## config.mk

```make
export PLATFORM = sky130hd
export DESIGN_NAME = sparc_exu_byp_eccchk_flat
export DESIGN_NICKNAME = d
export VERILOG_FILES = /design/src/rtl/sparc_exu_byp_eccchk_if.sv /design/src/rtl/sparc_exu_byp_eccchk.sv /design/src/flat_wrapper.sv
export SDC_FILE = /design/constraint.sdc
export NUM_CORES = 1
export LEC_CHECK = 0
export ABC_AREA = 0
export CAP_MARGIN = 30
export CORE_AREA = 3 3 131 196
export DETAILED_ROUTE_END_ITERATION = 7
export DIE_AREA = 0 0 134 199
export SYNTH_ARGS = -nofsm -noshare
export SYNTH_HDL_FRONTEND = slang
export SYNTH_SLANG_ARGS = --single-unit
```

## constraint.sdc

```tcl
create_clock -name clk -period 11.1 [get_ports clk]
set_input_delay 2.22 -clock clk [delete_from_list [all_inputs] [get_ports clk]]
set_output_delay 2.22 -clock clk [all_outputs]
set_load 0.005 [all_outputs]
```

## src/rtl/sparc_exu_byp_eccchk_if.sv

```systemverilog
// rtl/sparc_exu_byp_eccchk_if.sv - bus bundle for the (72,64) SEC-DED checker
interface sparc_exu_byp_eccchk_if;
  logic        vld_i;
  logic [63:0] din_i;
  logic [7:0]  cin_i;
  logic        err_clr_i;
  logic        vld_o;
  logic [63:0] dout_o;
  logic [7:0]  syn_o;
  logic        ce_o;
  logic        ue_o;
  logic [7:0]  ce_cnt_o;
  logic [3:0]  ue_cnt_o;
  logic        log_vld_o;
  logic [7:0]  log_syn_o;
  logic        log_ue_o;

  modport master (
    output vld_i, din_i, cin_i, err_clr_i,
    input  vld_o, dout_o, syn_o, ce_o, ue_o, ce_cnt_o, ue_cnt_o,
           log_vld_o, log_syn_o, log_ue_o
  );

  modport slave (
    input  vld_i, din_i, cin_i, err_clr_i,
    output vld_o, dout_o, syn_o, ce_o, ue_o, ce_cnt_o, ue_cnt_o,
           log_vld_o, log_syn_o, log_ue_o
  );
endinterface

```

## src/rtl/sparc_exu_byp_eccchk.sv

```systemverilog
// rtl/sparc_exu_byp_eccchk.sv - two-stage (72,64) SEC-DED check/correct with error counters and log
module sparc_exu_byp_eccchk (
  input logic                   clk,
  input logic                   rst,
  sparc_exu_byp_eccchk_if.slave bus
);

  // Hamming position of each data bit: 3..71 skipping powers of two.
  function automatic logic [63:0][6:0] build_pos();
    logic [63:0][6:0] t;
    int               n;
    t = '0;
    n = 0;
    for (int q = 3; q < 72; q++) begin
      if ((q & (q - 1)) != 0) begin
        t[n] = 7'(q);
        n++;
      end
    end
    return t;
  endfunction

  localparam logic [63:0][6:0] POS = build_pos();

  function automatic logic [6:0][63:0] build_masks();
    logic [6:0][63:0] m;
    for (int i = 0; i < 7; i++) begin
      for (int j = 0; j < 64; j++) begin
        m[i][j] = POS[j][i];
      end
    end
    return m;
  endfunction

  localparam logic [6:0][63:0] CHK_MASK = build_masks();

  logic        vld1_q;
  logic [63:0] data1_q;
  logic [7:0]  syn1_q;
  logic [7:0]  syn1_d;

  logic        vld2_q;
  logic [63:0] dout_q, dout_d;
  logic [7:0]  syn2_q;
  logic        ce_q, ce_d;
  logic        ue_q, ue_d;
  logic [63:0] flip;
  logic [6:0]  s;
  logic        par;

  logic [7:0]  ce_cnt_q, ce_cnt_d, ce_base;
  logic [3:0]  ue_cnt_q, ue_cnt_d, ue_base;
  logic        log_vld_q, log_vld_d, log_vld_base;
  logic [7:0]  log_syn_q, log_syn_d;
  logic        log_ue_q, log_ue_d;

  // Each check term is a sum of byte-wide (8-input) partial parities.
  always_comb begin
    syn1_d = '0;
    for (int i = 0; i < 7; i++) begin
      for (int b = 0; b < 8; b++) begin
        syn1_d[i] = syn1_d[i] ^ (^(bus.din_i[b*8 +: 8] & CHK_MASK[i][b*8 +: 8]));
      end
      syn1_d[i] = syn1_d[i] ^ bus.cin_i[i];
    end
    for (int b = 0; b < 8; b++) begin
      syn1_d[7] = syn1_d[7] ^ (^bus.din_i[b*8 +: 8]);
    end
    syn1_d[7] = syn1_d[7] ^ (^bus.cin_i);
  end

  always_ff @(posedge clk or posedge rst) begin
    if (rst) begin
      vld1_q  <= 1'b0;
      data1_q <= '0;
      syn1_q  <= '0;
    end else begin
      vld1_q  <= bus.vld_i;
      data1_q <= bus.din_i;
      syn1_q  <= syn1_d;
    end
  end

  // Odd overall parity with a valid position is a single error; positions
  // 0 and powers of two are check bits, so no data bit matches and none flips.
  always_comb begin
    s    = syn1_q[6:0];
    par  = syn1_q[7];
    flip = '0;
    for (int j = 0; j < 64; j++) begin
      flip[j] = par & (POS[j] == s);
    end
    ue_d   = vld1_q & (par ? (s > 7'd71) : (s != 7'd0));
    ce_d   = vld1_q & par & (s <= 7'd71);
    dout_d = data1_q ^ flip;
  end

  // A clear in the same cycle as an error is applied first, then the error counts.
  always_comb begin
    ce_base      = bus.err_clr_i ? 8'd0 : ce_cnt_q;
    ue_base      = bus.err_clr_i ? 4'd0 : ue_cnt_q;
    log_vld_base = bus.err_clr_i ? 1'b0 : log_vld_q;
    ce_cnt_d     = ce_base + {7'd0, (ce_d && (ce_base != 8'hFF))};
    ue_cnt_d     = ue_base + {3'd0, (ue_d && (ue_base != 4'hF))};
    log_vld_d    = log_vld_base;
    log_syn_d    = bus.err_clr_i ? 8'd0 : log_syn_q;
    log_ue_d     = bus.err_clr_i ? 1'b0 : log_ue_q;
    if (!log_vld_base && (ce_d || ue_d)) begin
      log_vld_d = 1'b1;
      log_syn_d = syn1_q;
      log_ue_d  = ue_d;
    end
  end

  always_ff @(posedge clk or posedge rst) begin
    if (rst) begin
      vld2_q    <= 1'b0;
      dout_q    <= '0;
      syn2_q    <= '0;
      ce_q      <= 1'b0;
      ue_q      <= 1'b0;
      ce_cnt_q  <= '0;
      ue_cnt_q  <= '0;
      log_vld_q <= 1'b0;
      log_syn_q <= '0;
      log_ue_q  <= 1'b0;
    end else begin
      vld2_q    <= vld1_q;
      dout_q    <= dout_d;
      syn2_q    <= syn1_q;
      ce_q      <= ce_d;
      ue_q      <= ue_d;
      ce_cnt_q  <= ce_cnt_d;
      ue_cnt_q  <= ue_cnt_d;
      log_vld_q <= log_vld_d;
      log_syn_q <= log_syn_d;
      log_ue_q  <= log_ue_d;
    end
  end

  assign bus.vld_o     = vld2_q;
  assign bus.dout_o    = dout_q;
  assign bus.syn_o     = syn2_q;
  assign bus.ce_o      = ce_q;
  assign bus.ue_o      = ue_q;
  assign bus.ce_cnt_o  = ce_cnt_q;
  assign bus.ue_cnt_o  = ue_cnt_q;
  assign bus.log_vld_o = log_vld_q;
  assign bus.log_syn_o = log_syn_q;
  assign bus.log_ue_o  = log_ue_q;

endmodule
```

## src/flat_wrapper.sv

```systemverilog
// flat-port wrapper written by rule: the top's interface ports become plain ports
module sparc_exu_byp_eccchk_flat 
  (clk, rst, bus_vld_i, bus_din_i, bus_cin_i, bus_err_clr_i, bus_vld_o, bus_dout_o, bus_syn_o, bus_ce_o, bus_ue_o, bus_ce_cnt_o, bus_ue_cnt_o, bus_log_vld_o, bus_log_syn_o, bus_log_ue_o);
  sparc_exu_byp_eccchk_if bus_i ();
  input logic clk;
  input logic rst;
  input wire logic [$bits(bus_i.vld_i)-1:0] bus_vld_i;
  input wire logic [$bits(bus_i.din_i)-1:0] bus_din_i;
  input wire logic [$bits(bus_i.cin_i)-1:0] bus_cin_i;
  input wire logic [$bits(bus_i.err_clr_i)-1:0] bus_err_clr_i;
  output wire logic [$bits(bus_i.vld_o)-1:0] bus_vld_o;
  output wire logic [$bits(bus_i.dout_o)-1:0] bus_dout_o;
  output wire logic [$bits(bus_i.syn_o)-1:0] bus_syn_o;
  output wire logic [$bits(bus_i.ce_o)-1:0] bus_ce_o;
  output wire logic [$bits(bus_i.ue_o)-1:0] bus_ue_o;
  output wire logic [$bits(bus_i.ce_cnt_o)-1:0] bus_ce_cnt_o;
  output wire logic [$bits(bus_i.ue_cnt_o)-1:0] bus_ue_cnt_o;
  output wire logic [$bits(bus_i.log_vld_o)-1:0] bus_log_vld_o;
  output wire logic [$bits(bus_i.log_syn_o)-1:0] bus_log_syn_o;
  output wire logic [$bits(bus_i.log_ue_o)-1:0] bus_log_ue_o;
  assign bus_i.vld_i = bus_vld_i;
  assign bus_i.din_i = bus_din_i;
  assign bus_i.cin_i = bus_cin_i;
  assign bus_i.err_clr_i = bus_err_clr_i;
  assign bus_vld_o = bus_i.vld_o;
  assign bus_dout_o = bus_i.dout_o;
  assign bus_syn_o = bus_i.syn_o;
  assign bus_ce_o = bus_i.ce_o;
  assign bus_ue_o = bus_i.ue_o;
  assign bus_ce_cnt_o = bus_i.ce_cnt_o;
  assign bus_ue_cnt_o = bus_i.ue_cnt_o;
  assign bus_log_vld_o = bus_i.log_vld_o;
  assign bus_log_syn_o = bus_i.log_syn_o;
  assign bus_log_ue_o = bus_i.log_ue_o;
  sparc_exu_byp_eccchk u_core (.clk(clk), .rst(rst), .bus(bus_i));
endmodule
```

### Word-level counts from Yosys, hierarchy flattened

Index checks and enable logic that the tools add are counted.

| operators by class | value |
|---|---|
| add/subtract/negate cells | 2 |
| $lt $le $gt $ge | 2 |
| equal/unequal tests | 66 |
| muxes and demuxes | 9 |
| bitwise operators | 120 |
| reductions and logical operators | 52 |

Operators with widths:

| cell | number |
|---|---|
| 8-bit parity | 45 |
| 6-bit by 7-bit == test with 1-bit output (first input constant) | 31 |
| 5-bit by 7-bit == test with 1-bit output (first input constant) | 15 |
| 1-bit bitwise AND | 67 |
| 64-bit bitwise XOR | 1 |
| 1-bit bitwise XOR | 52 |
| 4-bit by 7-bit == test with 1-bit output (first input constant) | 7 |
| 7-bit == test (first input constant) | 7 |
| 8-bit 2-to-1 mux | 3 |
| 3-bit by 7-bit == test with 1-bit output (first input constant) | 3 |
| 8-bit by 1-bit adder with 8-bit output | 1 |
| 8-bit != test (second input constant) | 1 |
| 2-bit by 7-bit == test with 1-bit output (first input constant) | 1 |
| 7-bit greater-than comparator (second input constant) | 1 |
| 7-bit <= comparator (second input constant) | 1 |
| 7-bit nonzero test | 1 |
| 1-bit 2-to-1 mux | 5 |
| 4-bit by 1-bit adder with 4-bit output | 1 |
| 4-bit 2-to-1 mux | 1 |
| 4-bit != test (second input constant) | 1 |
| 1-bit logical AND | 3 |
| 2-bit nonzero test | 1 |
| 1-bit zero test | 1 |
| 1-bit logical OR | 1 |

| storage, ports and cells | value |
|---|---|
| register bits | 170 |

### Logic depth before layout (Yosys ltp)

Gate-level depths: netlist of run 1.

| depth | value |
|---|---|
| depth after elaboration | 9 |
| mapped depth | 9 |
| mapped depth without buffers | 9 |

### Worst setup path after synthesis of run 1

No wires, ideal clock.

| timing path | value |
|---|---|
| kind | input port to flip-flop |
| start point | input port bus_din_i[9] |
| end point | register u_core.syn1_q[7] |
| setup time | 134 ps |
| arrival time | 3,640 ps |
| required time | 10,966 ps |
| path slack | 7,326 ps |
| stages | 5 |
| path buffers | 0 |
| path through | xnor3_2 xnor2_2 xor3_2 xor2_2 xnor3_1 |

| on the way | value |
|---|---|
| word-level cells in the longest chain between the ends | 9 |

RTL lines:

| element | line | RTL |
|---|---|---|
| start: declaration | flat_wrapper.sv:8 | `input wire logic [$bits(bus_i.din_i)-1:0] bus_din_i;` |
| 8-bit parity | sparc_exu_byp_eccchk.sv:67 | `syn1_d[7] = syn1_d[7] ^ (^bus.din_i[b*8 +: 8]);` |
| 1-bit bitwise XOR (7 in a row) | sparc_exu_byp_eccchk.sv:67 |  |
| 1-bit bitwise XOR | sparc_exu_byp_eccchk.sv:69 | `syn1_d[7] = syn1_d[7] ^ (^bus.cin_i);` |
| net u_core.syn1_d[7] | sparc_exu_byp_eccchk.sv:40 | `logic [7:0] syn1_d;` |
| end signal: assignment | sparc_exu_byp_eccchk.sv:80 | `syn1_q <= syn1_d;` |
| end: declaration | sparc_exu_byp_eccchk.sv:39 | `logic [7:0] syn1_q;` |

The timed path passes the listed nets, and every way through them passes these cells.
A chain may end at the register's enable or synchronous reset.

### Worst setup path in the final report of run 1

| timing path | value |
|---|---|
| start point | input port bus_din_i[50] |
| end point | register u_core.syn1_q[7] |

| on the way | value |
|---|---|
| word-level cells in the longest chain between the ends | 4 |

RTL lines:

| element | line |
|---|---|
| 8-bit parity | sparc_exu_byp_eccchk.sv:67 |
| 1-bit bitwise XOR (2 in a row) | sparc_exu_byp_eccchk.sv:67 |
| 1-bit bitwise XOR | sparc_exu_byp_eccchk.sv:69 |
| net u_core.syn1_d[7] | sparc_exu_byp_eccchk.sv:40 |

The timed path passes the listed nets, and every way through them passes these cells.

==> impl_results.md, run 1 <==
- Multi-input logic area: 2880 um2
- Post-Route WL: a little under 20,000 um
- Row count: 70
- Min-delay worst type: reg -> reg
- Syn-to-layout area delta: 38.1%
- Register-to-Register Path Depth: 8
- Vias post-DR: approximately 4,400
- Critical path capture point type: register
- Worst EP arrival: ~4.4 ns
- Worst Path Required: ~11 ns
- Post-CTS setup buffer count: 0
- Final WS setup: 7.00 ns
- Syn Inst Count: 547
- Max-slew headroom: a little under two fifths
- Commonest non-fill, non-tap cell in the layout: clkdlybuf4s50_1
- TritonCTS clock tree: done
- 1st-pass router iterations: 4
- Worst VDD drop: approximately 120 uV
- ANT nets after route: 0
- PwrDens: roughly 200 nW/um2
- Num CTS Buffers: 17
- Die H: approximately 200 um
- Sequential area share after synthesis: 59.1%
- Port Buffers: between 150 and 200
- Ys flop type: dfrtp_1
- Total die area: around 27,000 um2
- Hold-fix buffer count after cts: 0
- Actual slew at the worst max-slew pin: between 0.9 and 1 ns
- Clk_lat worst skew: roughly 0.42 ns
- Status: finished clean
- Post-synth top area cell: dfrtp_1
- CP Max Fanout: 3
- Slowest stage delay, CP: around 0.52 ns
- Design Area, Final: between 9000 and 10,000 um2
- DR iter-0 viols: around 180
- Critical path, cell by cell: clkdlybuf4s50_1 > xnor2_1 > xnor3_1 > xnor2_1 > xnor3_1 > xnor3_1
- Static Leak: between 4 and 5 nW
- Ant. Diodes: 0
- Clock Skew: about 0.012 ns
- FF-to-FF Start: u_core.syn1_q[1]
- Fraction of registers with async set/reset: 100%
- GRT Resource Usage Total: between 10% and 20%
- Vias in the first global route: roughly 4,700
- Fmax achieved: between 200 and 250 MHz
- FF+latch count, synth: 170
- CTS resizes: 0
- Post-synth EDFFs: 0
- Final hold vios: 0
- Clk root buf: clkbuf_16
- Core Region: between 20,000 and 25,000 um2
- Hold path start: u_core.data1_q[10]
- DPL Wire Length: between 15,000 and 20,000 um
- Layout net count: approximately 810
- Mapped Area: a little over 7000 um2
- Max-cap viol count: 0
- Slew Limit Fails: 0
- Largest net degree at the start of global routing: 100
- Post-Syn Nets: about 630
- Family with the most delay on the worst path: XOR/XNOR gates
- Post-Layout Cell Count: approximately 1,100
- Crit-path slowest cell: xnor3_1
- Max Buffers Root-to-Sink: 2
- Final setup TNS: 0 ns
- GP Congestion: 0.816
- Startpoint Class: primary input
- Reg clk slew, reported paths: about 0.070 ns
- Overflow after GRT: 0
- DR DRC count: 0
- H-tree depth: 4
- Top cell type's share of synthesized area: 59.1%
- Critical path's most frequent cell: xnor3_1
- Most frequent cells in the layout: 172 x clkdlybuf4s50_1, 170 x dfrtp_1, 131 x xnor2_1, 60 x nand2_1, 37 x nor2_1
- Register area: between 4000 and 5000 um2
- Critical path class: in -> reg
- Mean Syn Cell Area: 13.2 um2
- Starting density of the core: between 20% and 30%
- Chip width: 134 um
- Count of cell types in the netlist: 35
- Top cells by area, synth: dfrtp_1 59%, xnor2_1 16%, xnor3_1 5.9%
- WL/cell: about 19 um
- Crit share post-route: a little under two fifths
- Cell count after placement: around 1,000
- First-pass GRT wire length: ~29,000 um
- Clock sinks: 170
- WP depth: 6
- Tmin final: ~4 ns
- Initial antenna violation count: 0
- Place WS: roughly 6.5 ns
- Unrepaired setup endpoints after global routing: false
- Fillers: 2,330
- Hold path cells: 1
- Worst Path Buf+Inv: 1
- Critical path origin: bus_din_i[50]
- Post-DR vias/cell: 4.14
- Layout cells sized above 1: 6.07%
- Yosys warns: 0
- DP Area: 9300 um2
- Final setup viols: 0
- Io pins: around 170
metrics by stage:
| step | hold WS, ns | total power [mW] | util [%] |
|---|---|---|---|
| after floorplan | 0.352 | 1.09 | - |
| after global placement | 0.423 | 1.33 | 38.3 |
| after detailed placement | 0.427 | 1.34 | 38.3 |
| after CTS | 0.429 | 1.97 | 40.8 |
| after global routing | 0.443 | 2.04 | 41.0 |
| final | 0.427 | 1.94 | 41.0 |
per-layer routing:
metal,track usage (%),part of all wire (%),vias to the layer above,wire [um]
met5,0,0,-,0
met3,3.29,4.0,21,799
met1,16.2,36,2187,7210
met2,29.3,57,114,11400
met4,5.26,2.1,0,420
li1,-,-,2089,-
flip-flops by register name, summed over array words and instances (netlist names):
register	count
u_core.bus.ce_cnt_o	8
u_core.bus.ce_o	1
u_core.bus.dout_o	64
u_core.bus.log_syn_o	8
u_core.bus.log_ue_o	1
u_core.bus.log_vld_o	1
u_core.bus.syn_o	8
u_core.bus.ue_cnt_o	4
u_core.bus.ue_o	1
u_core.bus.vld_o	1
u_core.data1_q	64
u_core.syn1_q	8
u_core.vld1_q	1
worst paths after layout:
| check | to | slack [ns] |
|---|---|---|
| setup / recovery | u_core.syn1_q[7] | 7.00 |
| hold / removal | u_core.bus.dout_o[10] | 0.43 |
| setup reg to reg | u_core.bus.ue_cnt_o[3] | 8.81 |
| hold reg to reg | u_core.bus.dout_o[10] | 0.43 |
| max in group asynchronous | u_core.bus.dout_o[7] | 7.97 |
| min in group asynchronous | u_core.bus.dout_o[61] | 2.06 |
cell usage after synthesis, types with 2 or more instances:
library cell / n
clkbuf_1: 13
nor2_1: 37
or2_2: 4
ha_1: 4
nand2b_1: 15
nand4_1: 4
xnor2_2: 6
nor3_1: 6
inv_1: 4
nand3_1: 6
dfrtp_1: 170
nor2b_1: 4
nand2_1: 60
xor2_1: 36
o21ai_0: 6
and3_1: 4
xnor3_1: 19
xnor2_1: 131
o21ai_1: 2
logic make-up (layout without fill, tap and decap cells):
kind of cell	after synthesis	in the layout	synth area share, %
xor gates and xnor gates	196	196	28.9
and+or+nand+nor	146	146	9.18
DFF	170	170	59.1
buffers and inverters	17	211	0.887
AOI/OAI and AO/OA	14	14	1.18
adders and majority gates	4	4	0.696
power breakdown:
part	leakage (nW)	internal, mW	switching [mW]	total (mW)
Sequential	2.02	0.701	0.0739	0.775
Combinational	1.79	0.308	0.240	0.547
Clock	0.281	0.378	0.242	0.620
Total	4.09	1.39	0.555	1.94
worst register-to-register path: stages, from the launching register on:
cell and delay, ns:
dfrtp_1 0.54, nor4_1 0.58, a21oi_1 0.14, o221ai_1 0.28, a41oi_1 0.08, ha_1 0.22, nand3_1 0.10, xor2_1 0.15
nor2_1 0.05
cell type report:
class	instances	area share, %
Inverter	4	0.201
Timing Repair Buffer	175	17.8
Multi-Input combinational cell	360	29.0
Clock inverter	10	1.69
Sequential cell	170	42.8
Clock buffer	22	4.47
Tap cell	324	4.08
(Power assumes the default switching activity.)
==> run 2, diff against run 1 <==
==> constraint.sdc (replaced) <==
create_clock -name clk -period 3.4 [get_ports clk]
set_input_delay 0.68 -clock clk [delete_from_list [all_inputs] [get_ports clk]]
set_output_delay 0.68 -clock clk [all_outputs]
set_load 0.005 [all_outputs]
==> run 2 against run 1 <==
  * Clock skew shrank 0.0033 ns
  * Wire length is essentially flat
  * Setup slack lost 6.2 ns
  * Critical path depth is the same
  * Die area is the same
  * First-iteration DRC count grew 1.7%
  * Final area is essentially flat
  * Cell count grew 0.28%
  * Combinational power grew to 3.4 times the previous value
  * Via count shrank 1.4%
  * Utilization is essentially flat
  * Critical endpoint is now u_core.syn1_q[4]
==> impl_results.md, run 2 (synthesis results as in run 1) <==
- Status: finished clean
- Num CTS Buffers: 17
- Vias in the first global route: 4,685
- Worst EP arrival: 2.94 ns
- Clock Skew: approximately 0.0084 ns
- Startpoint Class: primary input
- Core Region: 24,300 um2
- Overflow after GRT: 0
- Port Buffers: 172
- Ant. Diodes: 0
- Crit-path slowest cell: xnor3_1
- Io pins: 173
- CP Max Fanout: 3
- WL/cell: ~19 um
- Place WS: between 0.2 and 0.3 ns
- Critical path class: in -> reg
- GRT Resource Usage Total: between 10% and 20%
- Tmin final: 2.63 ns
- Critical path's most frequent cell: xnor2_1
- Worst Path Buf+Inv: 1
- Worst VDD drop: 367 uV
- Largest net degree at the start of global routing: just over 100
- Crit share post-route: 77.4%
- Row count: 70
- Clock sinks: 170
- Max-cap viol count: 0
- Critical path capture point type: register
- Worst Path Required: roughly 3.7 ns
- Slew Limit Fails: 0
- Clk_lat worst skew: 0.43 ns
- Layout cells sized above 1: roughly 6.7%
- Post-CTS setup buffer count: 0
- Die H: approximately 200 um
- CTS resizes: 0
- Multi-input logic area: approximately 2900 um2
- Unrepaired setup endpoints after global routing: false
- TritonCTS clock tree: done
- Post-layout util: around 40%
- GP Congestion: approximately 0.81
- 1st-pass router iterations: 6
- Final setup viols: 0
- Post-DR vias/cell: roughly 4.1
- Post-Route WL: 19,800 um
- Most frequent cells in the layout: 172 x clkdlybuf4s50_1, 170 x dfrtp_1, 131 x xnor2_1, 60 x nand2_1, 37 x nor2_1
- DR iter-0 viols: 180
- Register area: 4250 um2
- Max-slew headroom: 33.9%
- Starting density of the core: between 20% and 30%
- Final setup TNS: 0 ns
- ANT nets after route: 0
- Static Leak: a little over 4 nW
- Critical path, cell by cell: clkdlybuf4s50_1 > xnor2_1 > xnor3_1 > xnor2_1 > xnor3_1 > xnor2_1
- Clk root buf: clkbuf_16
- H-tree depth: 4
- Fillers: 2,343
- Slowest stage delay, CP: around 0.52 ns
- DPL Wire Length: ~15,000 um
- Hold-fix buffer count after cts: 0
- Final WS setup: 0.767 ns
- DR DRC count: 0
- Syn-to-layout area delta: 38.1%
- Min-delay worst type: reg -> reg
- PwrDens: about 630 nW/um2
- Initial antenna violation count: 0
- Chip width: roughly 130 um
- Family with the most delay on the worst path: XOR/XNOR gates
- Fmax achieved: 380 MHz
- Reg clk slew, reported paths: 0.07 ns
- First-pass GRT wire length: 28,900 um
- Commonest non-fill, non-tap cell in the layout: clkdlybuf4s50_1
- Actual slew at the worst max-slew pin: about 0.98 ns
- Layout net count: 811
- Final hold vios: 0
- Vias post-DR: about 4,300
- Total die area: between 20,000 and 30,000 um2
- Max Buffers Root-to-Sink: 2
-- run 2: cell count changes in the layout (fill, tap and decap cells not counted), sizes merged --
cell	change
clkbuf	+1
inv	-1
bufinv	-2
clkinv	+4
buf	+3
clkinvlp	-2
-- run 2: layout make-up --
class	count	share of cell area, %
clock buffers	23	4.81
clock inverters	9	1.13
inverters	4	0.189
multi-input cells	360	28.9
flip-flops and latches	170	42.8
well taps	324	4.08
repair buffers	178	18.0
-- run 2: report_power, final --
part,internal (mW),switching (mW)
logic,1.02,0.825
registers,2.29,0.211
clock network,1.14,0.795
-- run 2: path summary, 6_finish.rpt --
check | from | end | slack (ns) | cells after the start
worst max-delay path | bus_din_i[50] | u_core.syn1_q[4] | 0.77 | 6
worst min-delay path | u_core.data1_q[48] | u_core.bus.dout_o[48] | 0.42 | 1
worst max register to register | u_core.syn1_q[1] | u_core.bus.ue_cnt_o[2] | 1.21 | 7
worst min register to register | u_core.data1_q[48] | u_core.bus.dout_o[48] | 0.42 | 1
max in group asynchronous | rst | u_core.data1_q[38] | 2.17 | 3
min in group asynchronous | rst | u_core.bus.dout_o[27] | 0.75 | 3
-- run 2: worst reg2reg max path, stage by stage, from the launching register on --
cell and delay, ns:
dfrtp_1 0.53, nor4_1 0.53, a21oi_1 0.14, o221ai_1 0.27
a41oi_1 0.08, ha_1 0.22, ha_1 0.19, xnor2_1 0.12
-- run 2: layer usage --
layer | up-vias | GRT usage [%] | part of all wire [%]
met1 | 2116 | 16.0 | 36
met5 | - | 0 | 0
met3 | 23 | 3.09 | 4.0
met2 | 116 | 29.2 | 58
met4 | 0 | 5.91 | 2.3
li1 | 2094 | - | -
-- run 2: per-stage QoR --
| stage | instances | hold slack, ns | total power, mW | cell area, um2 |
|---|---|---|---|---|
| 6_report | 1068 | 0.423 | 6.28 | 9940 |
| 4_1_cts | 1068 | 0.431 | 6.37 | 9940 |
| 3_3_place_gp | 1036 | 0.422 | 4.36 | 9350 |
| 3_5_place_dp | 1036 | 0.427 | 4.40 | 9350 |
| 2_1_floorplan | 547 | 0.352 | 3.57 | 7200 |
| 5_1_grt | 1068 | 0.443 | 6.58 | 9940 |
==> run 3, diff against run 2 <==
==> constraint.sdc (replaced) <==
create_clock -name clk -period 2.15 [get_ports clk]
set_input_delay 0.43 -clock clk [delete_from_list [all_inputs] [get_ports clk]]
set_output_delay 0.43 -clock clk [all_outputs]
set_load 0.005 [all_outputs]
==> run 3 against run 2 <==
  * Sequential power grew 56%
  * Critical path depth unchanged
  * Wire length increased by 3.1%
  * Critical path type unchanged
  * Highest routed layer unchanged
==> impl_results.md, run 3 (synthesis results as in run 1) <==
- DP Area: between 10,000 and 15,000 um2
- Total die area: 26,700 um2
- Actual slew at the worst max-slew pin: between 0.4 and 0.5 ns
- Clock sinks: 170
- Final hold vios: 0
- Status: finished clean
- Die H: about 200 um
- Critical path, cell by cell: clkdlybuf4s50_1 > xor2_1 > xnor3_1 > xnor2_2 > xnor3_1 > xnor3_1
- Final setup viols: 0
- Tmin final: 2.11 ns
- Chip width: 134 um
- First-pass GRT wire length: around 30,000 um
- Commonest non-fill, non-tap cell in the layout: dfrtp_1
- Largest net degree at the start of global routing: 86
- Layout cells sized above 1: between 10% and 20%
- DR DRC count: 0
- Static Leak: approximately 4.7 nW
- Design Area, Final: 10,800 um2
- Clock Skew: roughly 0.017 ns
- Post-DR vias/cell: 4.05
- DPL Wire Length: between 15,000 and 20,000 um
- Startpoint Class: primary input
- H-tree depth: 4
- Worst Path Required: approximately 2.5 ns
- Fmax achieved: roughly 470 MHz
- Max-cap viol count: 0
- Critical path capture point type: register
- Cell Int Power: 7.30 mW
- Row count: 70
- Slew Limit Fails: 0
- Sw Share: 29.4%
- Core Region: roughly 24,000 um2
- Io pins: ~170
- Cell count after placement: 1,132
- Vias in the first global route: 5,132
- Hold path cells: 1
- Unrepaired setup endpoints after global routing: false
- Reg clk slew, reported paths: around 0.07 ns
- Final setup TNS: 0 ns
- TritonCTS clock tree: done
- Post-Route WL: 20,400 um
- Most frequent cells in the layout: 169 x dfrtp_1, 165 x clkdlybuf4s50_1, 122 x xnor2_1, 103 x buf_4, 60 x nand2_1
- Hold-fix buffer count after cts: 0
- Num CTS Buffers: 17
- Flop pwr share: 37.8%
- Comb pwr share: approximately a third
- Max-slew headroom: between 60% and 70%
- Worst Path Buf+Inv: 1
- Starting density of the core: between 20% and 30%
- Clk_lat worst skew: between 0.4 and 0.5 ns
- Worst VDD drop: around 720 uV
- Place WS: -0.635 ns
- Critical path's most frequent cell: xnor3_1
- Worst EP arrival: 2.42 ns
- GRT Resource Usage Total: 15.7%
- Ant. Diodes: 0
- Psw: approximately 3 mW
- PwrDens: ~950 nW/um2
- Clk root buf: clkbuf_16
- Vias post-DR: ~4,700
- Max Buffers Root-to-Sink: 2
- Min-delay worst type: in -> reg
- Register-to-Register Path Depth: 8
- Crit-path slowest cell: clkdlybuf4s50_1
- ANT nets after route: 0
- Crit share post-route: between 90% and 100%
- WL/cell: between 15 and 20 um
- Clock power share: 28.5%
- Layout net count: between 900 and 1,000
- WP depth: 6
- Syn-to-layout area delta: 50.4%
- Family with the most delay on the worst path: XOR/XNOR gates
- Slowest stage delay, CP: approximately 0.62 ns
- Port Buffers: between 150 and 200
- Post-Layout Cell Count: about 1,200
- Critical path class: in -> reg
- Overflow after GRT: 0
- Final WS setup: between 0.04 and 0.05 ns
- Initial antenna violation count: 0
- CP Max Fanout: 2
- GP Congestion: about 0.80
- 1st-pass router iterations: 4
- DR iter-0 viols: 226
run 3: stage by stage:
step / utilization (%) / power, mW / hold WS, ns
after floorplan: - / 5.64 / 0.352
after global placement: 41.5 / 7.31 / 0.422
after detailed placement: 41.5 / 7.36 / 0.425
after CTS: 43.9 / 10.3 / 0.342
after global routing: 44.6 / 10.8 / 0.154
final: 44.6 / 10.3 / 0.169
run 3: what timing repair did:
item	4_1_cts	5_1_grt
pin swaps	1	12
setup buffers	0	4
gates cloned	0	0
resized for setup	4	23
setup endpoints to repair	3	7
hold endpoints to repair	0	0
run 3: worst paths after layout:
kind	startpoint	endpoint	slack, ns
max	bus_din_i[11]	u_core.syn1_q[7]	0.04
min	bus_din_i[9]	u_core.data1_q[9]	0.17
max reg2reg	u_core.syn1_q[5]	u_core.bus.ce_cnt_o[5]	0.21
min reg2reg	u_core.data1_q[10]	u_core.bus.dout_o[10]	0.43
max in group asynchronous	rst	u_core.data1_q[56]	1.19
min in group asynchronous	rst	u_core.bus.syn_o[0]	0.52
run 3: power by group through the flow:
stage	logic (mW)	registers, mW	clock network, mW
floorplan	1.76	3.89	0
detailed placement	3.40	3.95	0
CTS	3.43	3.89	3.02
global placement	3.36	3.94	0
finish	3.49	3.90	2.94
global route	3.74	3.95	3.16
run 3: layout make-up:
cell class	count	area, um2
flip-flops and latches	170	4260
multi-input cells	360	3010
clock inverters	11	114
repair buffers	278	2570
inverters	4	18.8
fillers	2303	13400
well taps	324	405
clock buffers	21	450
run 3: metal layers:
metal / track usage (%) / wire length (um) / vias up
met5: 0 / 0 / -
met4: 5.72 / 456 / 0
met3: 3.85 / 968 / 24
met2: 29.7 / 11600 / 138
met1: 16.8 / 7400 / 2280
li1: - / - / 2289
